$ cat config.mk
export PLATFORM = sky130hd
export DESIGN_NAME = forward_unit
export DESIGN_NICKNAME = d
export VERILOG_FILES = /design/src/rtl/cpu_pkg.sv /design/src/rtl/fwd_cmp.sv /design/src/rtl/forward_unit.sv
export SDC_FILE = /design/constraint.sdc
export NUM_CORES = 1
export LEC_CHECK = 0
export BUFFER_PORTS_ARGS = -buffer_cell sky130_fd_sc_hd__buf_2
export CAP_MARGIN = 20
export CORE_ASPECT_RATIO = 0.9
export CORE_UTILIZATION = 49
export DETAILED_ROUTE_END_ITERATION = 8
export GPL_ROUTABILITY_DRIVEN = 1
export HOLD_SLACK_MARGIN = 0.12
export PLACE_DENSITY = 0.72
export SLEW_MARGIN = 10
export SYNTH_ARGS = -nofsm -noshare
export SYNTH_HDL_FRONTEND = slang
export SYNTH_SLANG_ARGS = --single-unit
export TNS_END_PERCENT = 100
$ cat constraint.sdc
create_clock -name clk -period 4.7 [get_ports clk]
set_clock_uncertainty 0.15 [all_clocks]
set_input_delay 0.235 -clock clk [delete_from_list [all_inputs] [get_ports clk]]
set_output_delay 0.235 -clock clk [all_outputs]
set_load 0.02 [all_outputs]
$ cat src/rtl/cpu_pkg.sv
// cpu_pkg -- shared pipeline definitions for the forwarding / hazard logic.
//   FWD_*      : operand-mux select encodings (regfile, EX/MEM, MEM/WB)
//   REG_ADDR_W : architectural register-address width
//   slot_t     : per-stage record of the instruction occupying EX, MEM or WB
package cpu_pkg;

  localparam int REG_ADDR_W = 5;

  localparam logic [1:0] FWD_RF    = 2'b00;
  localparam logic [1:0] FWD_EXMEM = 2'b01;
  localparam logic [1:0] FWD_MEMWB = 2'b10;

  typedef struct packed {
    logic                  valid;
    logic [REG_ADDR_W-1:0] rs1;
    logic [REG_ADDR_W-1:0] rs2;
    logic                  use_rs1;
    logic                  use_rs2;
    logic [REG_ADDR_W-1:0] rd;
    logic                  reg_write;
    logic                  mem_read;
  } slot_t;

endpackage

$ cat src/rtl/fwd_cmp.sv
// fwd_cmp -- decides whether one producer slot can supply one source operand
// of the consumer sitting in EX.
//   prod_i       : producer slot record (MEM or WB)
//   src_i        : consumer source-register index
//   use_src_i    : consumer actually reads that source
//   cons_valid_i : consumer slot holds a real instruction
//   match_o      : producer result must be forwarded to this operand
module fwd_cmp
  import cpu_pkg::*;
(
  input  slot_t                 prod_i,
  input  logic [REG_ADDR_W-1:0] src_i,
  input  logic                  use_src_i,
  input  logic                  cons_valid_i,
  output logic                  match_o
);

  // Register 0 is hard-wired zero, so a write to it must never be forwarded.
  assign match_o = cons_valid_i & use_src_i
                 & prod_i.valid & prod_i.reg_write
                 & (prod_i.rd != '0) & (prod_i.rd == src_i);

  // Source fields of the producer play no part in the comparison.
  logic prod_unused;
  assign prod_unused = ^{prod_i.rs1, prod_i.rs2, prod_i.use_rs1,
                         prod_i.use_rs2, prod_i.mem_read};

endmodule

$ cat src/rtl/forward_unit.sv
// forward_unit -- operand forwarding selects and load-use stall detection
// for a 5-stage in-order pipeline. Tracks the instructions in EX, MEM and WB.
//   clk, arst_n            : clock, asynchronous active-low reset
//   id_*                   : decoded fields of the instruction currently in ID
//   flush                  : taken branch, the ID instruction is killed
//   fwd_a_sel / fwd_b_sel  : operand mux selects (00 RF, 01 EX/MEM, 10 MEM/WB)
//   stall                  : hold PC and IF/ID this cycle
//   stall_cnt              : saturating count of load-use stall cycles
module forward_unit
  import cpu_pkg::slot_t;
  import cpu_pkg::FWD_RF;
  import cpu_pkg::FWD_EXMEM;
  import cpu_pkg::FWD_MEMWB;
#(
  parameter int REG_ADDR_W = cpu_pkg::REG_ADDR_W,
  parameter int CNT_W      = 16
) (
  input  logic                  clk,
  input  logic                  arst_n,
  input  logic                  id_valid,
  input  logic [REG_ADDR_W-1:0] id_rs1,
  input  logic [REG_ADDR_W-1:0] id_rs2,
  input  logic                  id_use_rs1,
  input  logic                  id_use_rs2,
  input  logic [REG_ADDR_W-1:0] id_rd,
  input  logic                  id_reg_write,
  input  logic                  id_mem_read,
  input  logic                  flush,
  output logic [1:0]            fwd_a_sel,
  output logic [1:0]            fwd_b_sel,
  output logic                  stall,
  output logic [CNT_W-1:0]      stall_cnt
);

  slot_t            ex_q, mem_q, wb_q;
  slot_t            id_slot, ex_d;
  logic [CNT_W-1:0] cnt_q, cnt_d;
  logic             hazard;

  always_comb begin
    id_slot           = '0;
    id_slot.valid     = id_valid;
    id_slot.rs1       = id_rs1;
    id_slot.rs2       = id_rs2;
    id_slot.use_rs1   = id_use_rs1;
    id_slot.use_rs2   = id_use_rs2;
    id_slot.rd        = id_rd;
    id_slot.reg_write = id_reg_write;
    id_slot.mem_read  = id_mem_read;
  end

  // Load in EX whose result the ID instruction needs: the data only exists
  // after MEM, so ID waits one cycle and then picks it up from MEM/WB.
  assign hazard = id_valid & ex_q.valid & ex_q.mem_read & (ex_q.rd != '0)
                & ((id_use_rs1 & (id_rs1 == ex_q.rd))
                 | (id_use_rs2 & (id_rs2 == ex_q.rd)));

  // A flushed instruction is dead, so it cannot be waiting for anything.
  assign stall = hazard & ~flush;

  always_comb begin
    ex_d = id_slot;
    if (flush || stall) begin
      ex_d = '0;
    end
  end

  always_comb begin
    cnt_d = cnt_q;
    if (stall && (cnt_q != '1)) begin
      cnt_d = cnt_q + CNT_W'(1);
    end
  end

  always_ff @(posedge clk or negedge arst_n) begin
    if (!arst_n) begin
      ex_q  <= '0;
      mem_q <= '0;
      wb_q  <= '0;
      cnt_q <= '0;
    end else begin
      ex_q  <= ex_d;
      mem_q <= ex_q;
      wb_q  <= mem_q;
      cnt_q <= cnt_d;
    end
  end

  assign stall_cnt = cnt_q;

  // Operand 0 = A (rs1), operand 1 = B (rs2); each compared against MEM and WB.
  logic [1:0] match_mem;
  logic [1:0] match_wb;

  for (genvar gi = 0; gi < 2; gi++) begin : g_operand
    logic [cpu_pkg::REG_ADDR_W-1:0] src;
    logic                           use_src;

    assign src     = (gi == 0) ? ex_q.rs1 : ex_q.rs2;
    assign use_src = (gi == 0) ? ex_q.use_rs1 : ex_q.use_rs2;

    fwd_cmp u_cmp_mem (
      .prod_i       (mem_q),
      .src_i        (src),
      .use_src_i    (use_src),
      .cons_valid_i (ex_q.valid),
      .match_o      (match_mem[gi])
    );

    fwd_cmp u_cmp_wb (
      .prod_i       (wb_q),
      .src_i        (src),
      .use_src_i    (use_src),
      .cons_valid_i (ex_q.valid),
      .match_o      (match_wb[gi])
    );
  end

  // The MEM producer is younger than WB, so its value is the current one.
  assign fwd_a_sel = match_mem[0] ? FWD_EXMEM : (match_wb[0] ? FWD_MEMWB : FWD_RF);
  assign fwd_b_sel = match_mem[1] ? FWD_EXMEM : (match_wb[1] ? FWD_MEMWB : FWD_RF);

  // Only the write-side fields of WB are ever consulted.
  logic wb_unused;
  assign wb_unused = ^{wb_q.rs1, wb_q.rs2, wb_q.use_rs1, wb_q.use_rs2, wb_q.mem_read};

endmodule

==> metrics.md, run 1 <==
| Metric | Value |
|---|---|
| Die height | 67.82 microns |
| Final ANT Viol Nets | 0 |
| Post-CTS setup buffer count | 0 |
| Grt total ovfl | 0 |
| Pint | 591.3 uW |
| Worst Path Max Fanout | 18 |
| Critical path class | in -> reg |
| Seq cells post-synth | 50 |
| Initial antenna violation count | 0 |
| Clock transition at path regs | 0.08 ns |
| Pre-CTS setup slack | 2.247 ns |
| WL/cell | 14.47 microns |
| Fin crit share | 54.45% |
| Total number of vias | 1653 |
| Hold Fails Final Rpt | 0 |
| NetSw | 180.3 uW |
| Max stage delay cell, worst path | dlygate4sd3_1 |
| Slack of the critical path | 2.141 ns |
| Fmax | approximately 400 MHz |
| Tot GR Track Use | about a fifth |
| Die X | 75.13 microns |
| Sequential Power Share | 59.8% |
| Fill cells | 372 |
| Slew @ Worst Pin | 0.6275 ns |
| Worst Path Required | 4.74 ns |
| Crit path largest cell delay | between 0.5 and 0.6 ns |
| TNS Setup | 0 ns |
| Sequential area share after synthesis | between 50% and 60% |
| Post-Syn Nets | 223 |
| PostCTS Resize Cnt | 0 |
| Hold path cells | 0 |
| Fin. max-slew vios | 0 |
| Reg2reg setup slack | 2.24 ns |
| Top cell type's share of synthesized area | a little over half |
| Antenna cell count | 0 |
| Final Critical Period | 2.559 ns |
| GPL Wtd Cong | between 0.8 and 0.9 |
| Leakage power | about 0.0013 uW |
| Max-cap violations | 0 |
| Final wirelength | 4746 microns |
| Reg2reg path depth | 6 |
| Status | complete, no violations |
| RR Startpoint | ex_q[5] |
| Vias in the first global route | around 1600 |
| Root Driver | clkbuf_8 |
| Number of cell rows | 23 |
| Hold endpoint | mem_q[1] |
| First-pass GRT wire length | between 7000 and 8000 microns |
| Max layer used | met4 |
| Worst hold path startpoint | ex_q[1] |
| Critical Path Source Type | input port |
| Share of power burned in combinational logic | about a tenth |
| Total CTS buffers | 5 |
| Drt drc | 0 |
| Mean area per synthesized cell | 11.85 sq um |
| RSZ-0062 raised after global routing | false |
| Clock sinks | 50 |
| Switching share of power | 23.36% |
| Final #Nets | between 200 and 300 |
| Cells after Synth | around 200 |
| Critical Path Sink Type | flip-flop |
| Share of cells above drive strength 1 | 23.31% |
| Worst R2R End | ex_q[6] |
| Syn Std Cell Area | between 2000 and 2500 sq um |
| Crit-path cells | dlygate4sd3_1 -> buf_2 -> xnor2_1 -> nand4_1 -> o22ai_2 -> a31oi_1 -> buf_4 -> and2_1 |
| Synth area leader | dfrtp_1 |
| Htree depth | 2 |
| Power density over the cells | 264.0 nW/um^2 |
| Most frequent cells in the layout | dfrtp_1 (50), buf_2 (43), xnor2_1 (30) |
| Yosys warnings | 0 |
| Min-delay worst type | reg -> reg |
| I/O Buffers | 43 |
| Vias per inst | between 5 and 6 |
| Boundary Pins | 44 |
| Met1 wire length | approximately 2300 microns |
| Initial Util | 51.87% |
| Synth cell types | 40 |
| WL met3 | 159 microns |
| Synth top area cells | dfrtp_1 (53%), xnor2_1 (11%), and2_1 (5.8%) |
| Pre-antenna DRT Iters | 4 |
| WP data arrival | 2.60 ns |
| Rel. slew slack | 57.97% |
| Die ar. | 5095 sq um |
| Largest net degree at the start of global routing | 51 |
| CTS tree | done |
| Final Setup Violations | 0 |
| Met2 wire len | 2206 microns |
| 1st-iter DRT viols | 68 |
| DP Wirelength | 3385 microns |
| Max rail drop VDD | between 0.15 and 0.2 mV |
| Clock Tree Buf Depth | 2 |
| Syn-to-layout area delta | 23.93% |
| Most common cell after layout, fill and taps aside | dfrtp_1 |
| Clk pwr share | a little under a third |
| Core area | 4547 sq um |
| Worst skew pair latency | 0.29 ns |
| Pwr Total | 771.6 uW |
-- layout make-up --
cell class / instances / area, sq um / share of cell area (%)
sequential: 50 / 1251 / 42.81
multi-input combinational: 142 / 1061 / 36.30
clock buffer: 7 / 76.32 / 2.611
inverter: 1 / 3.754 / 0.1284
timing repair buffer: 66 / 452.9 / 15.50
tap: 62 / 77.57 / 2.654
-- through the flow --
| stage | utilization (%) | cells | hold WS (ns) | instance area [sq um] |
|---|---|---|---|---|
| finish | 64.28 | 328 | 0.2136 | 2923 |
| global placement | 57.37 | 298 | 0.1882 | 2609 |
| floorplan | - | 199 | -0.2106 | 2359 |
| detailed placement | 57.54 | 299 | 0.1969 | 2616 |
| CTS | 63.84 | 327 | 0.2153 | 2903 |
| global route | 64.28 | 328 | 0.2238 | 2923 |
-- layer usage --
metal  vias to the layer above  track usage (%)
met4                         0            6.944
li1                        818                -
met5                         -                0
met3                         6            4.860
met2                        37            34.01
met1                       792            27.76
-- flip-flops by register name, summed over array words and instances (netlist names) --
register and cells:
ex_q 8, stall_cnt 16, wb_q 7, g_operand.src 10
g_operand.use_src 2, mem_q 7
-- power by group through the flow --
stage                     clock [uW]  combinational [uW]  sequential [uW]
after CTS                        237                77.4              461
after global routing             260                87.4              464
after floorplan                    0                37.5              466
final                            231                79.0              461
after detailed placement           0                63.9              470
after global placement             0                61.8              470
-- logic make-up after synthesis --
logic type,count (synthesis),synth area share (%)
flip-flops,50,53.05
buffers and inverters,7,1.962
AO/OA/AOI/OAI,10,4.987
XOR/XNOR,43,15.97
multiplexers,2,1.114
AND/OR/NAND/NOR,86,22.39
adder cells (fa/ha/maj),1,0.5304
-- timing repair --
item | 4_1_cts | 5_1_grt
hold buffers | 21 | 0
endpoints found under the hold margin | 70 | 0
setup endpoints to repair | 0 | 0
-- worst max-delay path: cells and delay by family --
kind | cells | cell delay (ns)
AOI/OAI and AO/OA | 2 | 0.91
and+or+nand+nor | 2 | 0.30
buffers and inverters | 3 | 0.96
xor gates and xnor gates | 1 | 0.18
-- how the worst max path moves through the flow --
stage / startpoint / end / slack, ns / depth (start not counted)
2_1_floorplan: mem_q[2] / fwd_a_sel[1] / 2.64 / 4
5_1_grt: id_rs2[3] / ex_q[6] / 1.95 / 8
3_3_place_gp: ex_q[5] / ex_q[1] / 2.17 / 5
3_5_place_dp: ex_q[5] / ex_q[6] / 2.25 / 6
6_report: id_rs2[3] / ex_q[6] / 2.14 / 8
4_1_cts: id_rs1[3] / ex_q[6] / 2.13 / 8
-- Yosys cell counts --
| cell | n |
|---|---|
| nand2_1 | 11 |
| a211oi_4 | 1 |
| o22ai_2 | 1 |
| nor4_2 | 3 |
| and3_1 | 4 |
| mux2_1 | 1 |
| a21oi_1 | 2 |
| or2_1 | 1 |
| buf_2 | 1 |
| o211ai_2 | 1 |
| or3_1 | 1 |
| nor3_2 | 1 |
| xor2_1 | 13 |
| nand4b_1 | 1 |
| buf_6 | 1 |
| o311ai_0 | 1 |
| and4_1 | 2 |
| clkbuf_1 | 1 |
| inv_1 | 1 |
| a31oi_1 | 1 |
| nor3_1 | 2 |
| nand3_1 | 14 |
| nand2b_1 | 2 |
| and2_1 | 22 |
| a2111oi_4 | 1 |
| nor2_1 | 3 |
| or4_1 | 1 |
| nand3b_1 | 1 |
| nand4_1 | 7 |
| xnor2_1 | 30 |
| nor3_4 | 1 |
| mux2_4 | 1 |
| and2_4 | 1 |
| buf_4 | 3 |
| a21bo_1 | 1 |
| dfrtp_1 | 50 |
| o311a_1 | 1 |
| nor4_1 | 7 |
| nor2_2 | 1 |
| ha_1 | 1 |
(Power assumes the default switching activity.)
==> inputs of run 2 (changes only) <==
--- a/config.mk
+++ b/config.mk
@@ -5,6 +5,7 @@
 export SDC_FILE = /design/constraint.sdc
 export NUM_CORES = 1
 export LEC_CHECK = 0
+export ABC_AREA = 1
 export BUFFER_PORTS_ARGS = -buffer_cell sky130_fd_sc_hd__buf_2
 export CAP_MARGIN = 20
 export CORE_ASPECT_RATIO = 0.9
@@ -12,7 +13,7 @@
 export DETAILED_ROUTE_END_ITERATION = 8
 export GPL_ROUTABILITY_DRIVEN = 1
 export HOLD_SLACK_MARGIN = 0.12
-export PLACE_DENSITY = 0.72
+export PLACE_DENSITY = 0.74
 export SLEW_MARGIN = 10
 export SYNTH_ARGS = -nofsm -noshare
 export SYNTH_HDL_FRONTEND = slang
==> constraint.sdc (replaced) <==
create_clock -name clk -period 2.1 [get_ports clk]
set_clock_uncertainty 0.15 [all_clocks]
set_input_delay 0.105 -clock clk [delete_from_list [all_inputs] [get_ports clk]]
set_output_delay 0.105 -clock clk [all_outputs]
set_load 0.02 [all_outputs]
==> run 2 against run 1 <==
Against the previous run: die area grew 8.3%; wire length rose by 14%; count of clock-buffer cells in the layout decreased by 1; via count rose by 32%; worst setup slack worse by 2.0 ns; non-clock buffer count increased by 3; area after synthesis grew 8.5%; sequential power rose by 120%; final area grew 8.5%; clock power grew to 2.9 times the previous value; critical endpoint is now stall.
==> metrics.md, run 2 <==
| Metric | Value |
|---|---|
| Synth Flop Type | dfrtp_1 (unchanged) |
| CP delay by family, top | simple AND/OR/NAND/NOR gates (was buffers and inverters) |
| Design Area, Final | 3171 sq um (was 2923 sq um) |
| Mean area per synthesized cell | 8.021 sq um (was 11.85 sq um) |
| Synth top area cells | dfrtp_1 (49%), nand2_1 (14%), nor2_1 (6.9%) (was dfrtp_1 (53%), xnor2_1 (11%), and2_1 (5.8%)) |
| Most common cell type on the critical path | nand2_1 |
| Pre-antenna DRT Iters | 4 (unchanged) |
| Final Critical Period | between 1.5 and 2 ns |
| Cells after Synth | 319 (was 199) |
| Status | complete, no violations (unchanged) |
| RSZ-0062 raised after global routing | false (unchanged) |
| Most frequent cells in the layout | nand2_1 (95), dfrtp_1 (50), nor2_1 (47) (was dfrtp_1 (50), buf_2 (43), xnor2_1 (30)) |
| Reg2reg path depth | 7 (was 6) |
| RR Startpoint | stall_cnt[0] (was ex_q[5]) |
| Clock Tree Buf Depth | 2 (unchanged) |
| Clock transition at path regs | 0.09 ns (was 0.08 ns) |
| Largest net degree at the start of global routing | 25 (was 51) |
| Crit path largest cell delay | 0.42 ns (was 0.53 ns) |
| GPL Wtd Cong | 0.9024 (was 0.8265) |
| Final wirelength | 5412 microns (was 4746 microns) |
| Final core utilization | 64.38% (was 64.28%) |
| Number of cell rows | 24 (was 23) |
| Seq cells post-synth | 50 (unchanged) |
| Clock sinks | 50 (unchanged) |
| Max rail drop VDD | 0.3561 mV (was 0.1994 mV) |
| Max-cap violations | 0 (unchanged) |
| Final ANT Viol Nets | 0 (unchanged) |
| TNS Setup | 0 ns (unchanged) |
| Post-placement cell area | 2830 sq um (was 2616 sq um) |
| Fill cells | 424 (was 372) |
| Initial Util | 51.96% (was 51.87%) |
| Reg area | 1251 sq um (unchanged) |
| Critical path class | reg -> out (was in -> reg) |
| Syn Std Cell Area | 2559 sq um (was 2359 sq um) |
| Power density over the cells | 595.6 nW/um^2 (was 264.0 nW/um^2) |
| Rel. slew slack | 69.81% (was 57.97%) |
| Reg2reg setup slack | 0.18 ns (was 2.24 ns) |
| Critical Path Source Type | flip-flop (was input port) |
| Buf+Inv Stages, Crit Path | 2 (was 3) |
| Post-synth EDFFs | 0 (unchanged) |
| DP Wirelength | 3874 microns (was 3385 microns) |
| Htree depth | 2 (unchanged) |
| Vias per inst | 4.802 (was 5.040) |
| Worst R2R End | stall_cnt[9] (was ex_q[6]) |
| Pwr Total | 1888 uW (was 771.6 uW) |
| Filler-free cell count of the finished design | 455 (was 328) |
| Post-CTS setup buffer count | 0 (unchanged) |
| Worst skew pair latency | 0.30 ns (was 0.29 ns) |
| Die X | 78.17 microns (was 75.13 microns) |
| Sequential area share after synthesis | 48.90% (was 53.05%) |
| Initial antenna violation count | 0 (unchanged) |
| Post-Syn Nets | 343 (was 223) |
| Min-delay worst type | in -> async (was reg -> reg) |
| Placed Cells | 424 (was 299) |
| Drt drc | 0 (unchanged) |
| Post-synth top cells | nand2_1 (95), dfrtp_1 (50), nor2_1 (47) (was dfrtp_1 (50), xnor2_1 (30), and2_1 (22)) |
| Worst Path Required | 1.85 ns (was 4.74 ns) |
| Share of cells above drive strength 1 | 16.15% (was 23.31%) |
| Boundary Pins | 44 (unchanged) |
| Most common cell after layout, fill and taps aside | nand2_1 (was dfrtp_1) |
| Yosys warnings | 0 (unchanged) |
| Syn-to-layout area delta | 23.91% (was 23.93%) |
| Synth cell types | 25 (was 40) |
| Die height | 70.56 microns (was 67.82 microns) |
| Core area | 4925 sq um (was 4547 sq um) |
| Ys async rst share | 100.0% (unchanged) |
| Root Driver | clkbuf_8 (unchanged) |
| Max FFs per register | 16 (unchanged) |
| Vias in the first global route | 2126 (was 1601) |
| I/O Buffers | 43 (unchanged) |
| Fmax | 514.7 MHz |
| Die ar. | 5515 sq um (was 5095 sq um) |
| Antenna cell count | 0 (unchanged) |
| Max stage delay cell, worst path | dfrtp_1 (was dlygate4sd3_1) |
| Top cell type's share of synthesized area | 48.90% (was 53.05%) |
| 1st-iter DRT viols | 137 (was 68) |
| Area of the multi-input gates | 1095 sq um (was 1061 sq um) |
| First-pass GRT wire length | 9570 microns (was 7534 microns) |
| Crit-path cells | inv_2 -> nand2_1 -> nand2_1 -> nor2_1 -> nand3_1 -> nand2_2 -> nand2_1 -> nor2_1 -> buf_2 (was dlygate4sd3_1 -> buf_2 -> xnor2_1 -> nand4_1 -> o22ai_2 -> a31oi_1 -> buf_4 -> and2_1) |
| Most frequent cell after synthesis | nand2_1 (was dfrtp_1) |
| Grt total ovfl | 0 (unchanged) |
| Final Setup Violations | 0 (unchanged) |
| Worst Path Max Fanout | 4 (was 18) |
| Critical Path Sink Type | primary output (was flip-flop) |
| CTS tree | done (unchanged) |
| Hold Fails Final Rpt | 0 (unchanged) |
| Leakage power | 0.001713 uW (was 0.001342 uW) |
| WL/cell | 11.89 microns (was 14.47 microns) |
| PostCTS Resize Cnt | 0 (unchanged) |
| Fin. max-slew vios | 0 (unchanged) |
| Fin crit share | 92.51% |
| Slew @ Worst Pin | 0.4514 ns (was 0.6275 ns) |
| Synth area leader | dfrtp_1 (unchanged) |
| Total number of vias | 2185 (was 1653) |
| WP data arrival | 1.69 ns (was 2.60 ns) |
| Total CTS buffers | 5 (unchanged) |
| Final #Nets | 413 (was 290) |
| Tot GR Track Use | 22.25% (was 20.88%) |
[run 2: logic make-up after synthesis]
family	after synthesis	share of synthesized area (%)
AO/OA/AOI/OAI	5	1.125
adder cells (fa/ha/maj)	1	0.4889
XOR/XNOR	29	9.927
AND/OR/NAND/NOR	184	31.25
buffers and inverters	50	8.313
flip-flops	50	48.90
[run 2: through the flow]
| step | hold WS [ns] | setup WS (ns) |
|---|---|---|
| finish | 0.1786 | 0.1572 |
| global route | 0.2119 | 0.01718 |
| CTS | 0.1720 | 0.1664 |
| detailed placement | -0.1632 | 0.2108 |
| global placement | -0.1636 | 0.2929 |
| floorplan | -0.3406 | 0.3747 |
[run 2: worst reg2reg max path, cell delays in order (launching register included)]
cell,delay (ns)
dfrtp_1,0.43
ha_1,0.25
nand3_1,0.14
inv_1,0.10
nand4_2,0.12
nand4_2,0.38
nand2_1,0.19
nand2_1,0.07
[run 2: metal layers]
layer | GRT usage, % | wire length, microns | vias up
met5 | 0 | 0 | -
met4 | 8.230 | 99 | 0
met3 | 4.129 | 259 | 9
met2 | 34.11 | 2384 | 69
met1 | 31.74 | 2668 | 997
li1 | - | - | 1110
[run 2: repair_timing]
item,in CTS,in global routing
hold buffers,23,0
setup endpoints to repair,0,0
endpoints found under the hold margin,71,0
[run 2: how the worst max path moves through the flow]
stage,from,cells after the start,slack (ns),to
after floorplan,stall_cnt[0],8,0.37,stall_cnt[11]
after global placement,stall_cnt[0],7,0.29,stall_cnt[0]
after detailed placement,stall_cnt[0],7,0.21,stall_cnt[9]
after CTS,ex_q[3],9,0.17,stall
after global routing,stall_cnt[0],7,0.02,stall_cnt[9]
final,ex_q[4],9,0.16,stall
[run 2: cell type report]
cell class,count,area share (%)
Clock buffer,6,2.289
Multi-Input combinational cell,219,34.53
Clock inverter,2,1.184
Sequential cell,50,39.46
Timing Repair Buffer,69,14.76
Inverter,44,5.209
Tap cell,65,2.565
[run 2: report_power, final]
| group | total (uW) | switching, uW | leakage [uW] | internal (uW) |
|---|---|---|---|---|
| Sequential | 1030 | 32.1 | 0.000662 | 996 |
| Combinational | 185 | 94.3 | 0.000999 | 91.1 |
| Clock | 675 | 319 | 0.0000514 | 356 |
| Total | 1890 | 446 | 0.00171 | 1440 |
==> inputs of run 3 (changes only) <==
--- a/config.mk
+++ b/config.mk
@@ -13,6 +13,7 @@
 export DETAILED_ROUTE_END_ITERATION = 8
 export GPL_ROUTABILITY_DRIVEN = 1
 export HOLD_SLACK_MARGIN = 0.12
+export MAX_ROUTING_LAYER = met4
 export PLACE_DENSITY = 0.74
 export SLEW_MARGIN = 10
 export SYNTH_ARGS = -nofsm -noshare
==> run 3 against run 2 <==
Against the previous run: total power is essentially flat; sequential share of layout area is the same; final area is the same; final cell count is the same; core utilization is the same; sequential power is essentially flat; count of clock-buffer cells in the layout is the same; worst setup slack gained 0.00095 ns; maximum frequency is essentially flat; largest power group unchanged.
==> metrics.md, run 3 (synthesized netlist as in run 2, its figures left out) <==
| Metric | Value |
|---|---|
| Status | complete, no violations (unchanged) |
| Total CTS buffers | 5 (unchanged) |
| Grt total ovfl | 0 (unchanged) |
| Final Critical Period | 1.942 ns (was 1.943 ns) |
| Worst R2R End | stall_cnt[9] (unchanged) |
| Root Driver | clkbuf_8 (unchanged) |
| Critical Path Source Type | flip-flop (unchanged) |
| Crit path largest cell delay | 0.42 ns (about the same) |
| TNS Setup | 0 ns (unchanged) |
| Reg2reg setup slack | 0.18 ns (about the same) |
| GPL Wtd Cong | 0.9179 (was 0.9024) |
| Hold Fails Final Rpt | 0 (unchanged) |
| Slew @ Worst Pin | 0.4518 ns (was 0.4514 ns) |
| Max rail drop VDD | 0.3558 mV (was 0.3561 mV) |
| Most frequent cells in the layout | nand2_1 (95), dfrtp_1 (50), nor2_1 (47) (unchanged) |
| Rel. slew slack | 69.78% (was 69.81%) |
| Max FFs per register | 16 (unchanged) |
| Pwr Total | 1888 uW (about the same) |
| Final core utilization | 64.38% (unchanged) |
| WP data arrival | 1.69 ns (about the same) |
| RSZ-0062 raised after global routing | false (unchanged) |
| Critical Path Start | ex_q[4] (unchanged) |
| Initial antenna violation count | 0 (unchanged) |
| Final #Nets | 413 (unchanged) |
| Pre-antenna DRT Iters | 5 (was 4) |
| I/O Buffers | 43 (unchanged) |
| Worst Path Max Fanout | 4 (unchanged) |
| Critical Path Sink Type | primary output (unchanged) |
| Final wirelength | 5442 microns (was 5412 microns) |
| Fin. max-slew vios | 0 (unchanged) |
| Initial Util | 51.96% (unchanged) |
| CTS tree | done (unchanged) |
| Worst hold margin | 0.1799 ns (was 0.1786 ns) |
| Max-cap violations | 0 (unchanged) |
| Critical path class | reg -> out (unchanged) |
| Vias in the first global route | 2125 (was 2126) |
| Antenna cell count | 0 (unchanged) |
| Die ar. | 5515 sq um (unchanged) |
| Die height | 70.56 microns (unchanged) |
| Crit-path cells | inv_2 -> nand2_1 -> nand2_1 -> nor2_1 -> nand3_1 -> nand2_2 -> nand2_1 -> nor2_1 -> buf_2 (unchanged) |
| Syn-to-layout area delta | 23.91% (unchanged) |
| 1st-iter DRT viols | 136 (was 137) |
| Drt drc | 0 (unchanged) |
| Leakage power | 0.001713 uW (unchanged) |
| CP delay by family, top | simple AND/OR/NAND/NOR gates (unchanged) |
| Max stage delay cell, worst path | dfrtp_1 (unchanged) |
| Largest net degree at the start of global routing | 25 (unchanged) |
| Critical path depth | 9 (unchanged) |
| Fin crit share | 92.47% (was 92.51%) |
| Power density over the cells | 595.6 nW/um^2 (about the same) |
| Core area | 4925 sq um (unchanged) |
| Critical Path Sink | stall (unchanged) |
| Number of cell rows | 24 (unchanged) |
| Boundary Pins | 44 (unchanged) |
| Clock Tree Buf Depth | 2 (unchanged) |
| WL/cell | 11.96 microns (was 11.89 microns) |
| Buf+Inv Stages, Crit Path | 2 (unchanged) |
| Clock sinks | 50 (unchanged) |
| Fmax | 515.0 MHz (was 514.7 MHz) |
| First-pass GRT wire length | 9563 microns (was 9570 microns) |
| Most common cell after layout, fill and taps aside | nand2_1 (unchanged) |
| Final Setup Violations | 0 (unchanged) |
| RR Startpoint | stall_cnt[0] (unchanged) |
| Total number of vias | 2200 (was 2185) |
| Htree depth | 2 (unchanged) |
| Die X | 78.17 microns (unchanged) |
| Min-delay worst type | in -> async (unchanged) |
| Most common cell type on the critical path | nand2_1 (unchanged) |
| Final ANT Viol Nets | 0 (unchanged) |
| Clock transition at path regs | 0.09 ns (about the same) |
| Worst skew pair latency | 0.30 ns (about the same) |
| DP Wirelength | 3874 microns (unchanged) |
| Reg2reg path depth | 7 (unchanged) |
| Share of cells above drive strength 1 | 16.15% (unchanged) |
| Tot GR Track Use | 22.95% (was 22.25%) |
| Worst Path Required | 1.85 ns (about the same) |
| Vias per inst | 4.835 (was 4.802) |
-- run 3: cell counts in the layout (fill, tap and decap cells not counted) --
No cell type changed its count.
-- run 3: how the worst min path moves through the flow --
| stage | endpoint | cells after the start |
|---|---|---|
| floorplan | ex_q[0] | 0 |
| global placement | ex_q[4] | 1 |
| detailed placement | ex_q[4] | 1 |
| CTS | stall_cnt[2] | 3 |
| global route | stall_cnt[2] | 3 |
| finish | stall_cnt[2] | 3 |
-- run 3: per-layer routing --
metal / part of all wire [%] / track usage (%)
met3: 5.2 / 4.129
met2: 44 / 34.11
met5: 0 / -
met1: 49 / 31.74
met4: 1.8 / 8.230
-- run 3: through the flow --
step,cell area [sq um],setup slack (ns),instances
floorplan,2559,0.3747,319
global placement,2830,0.2929,424
detailed placement,2830,0.2108,424
CTS,3171,0.1664,455
global route,3171,0.01718,455
finish,3171,0.1581,455
-- run 3: layout make-up --
cell class | instances | area [sq um]
well taps | 65 | 81.33
flip-flops and latches | 50 | 1251
clock buffers | 6 | 72.57
repair buffers | 69 | 467.9
multi-input cells | 219 | 1095
clock inverters | 2 | 37.54
inverters | 44 | 165.2
fillers | 424 | 1754
-- run 3: repair_timing --
item                                   4_1_cts  5_1_grt
endpoints found under the hold margin       71        0
resized for setup                            0        0
setup endpoints to repair                    0        0
buffers inserted                             0        0
hold buffers                                23        0
-- run 3: worst min-delay path, cell delays in order --
cell and delay (ns):
dlygate4sd3_1 0.52, buf_2 0.14, buf_4 0.25
-- run 3: where the power goes --
| part | leakage (uW) | internal (uW) | switching, uW |
|---|---|---|---|
| combinational | 0.000999 | 91.1 | 94.4 |
| sequential | 0.000662 | 996 | 32.1 |
| clock | 0.0000514 | 356 | 319 |
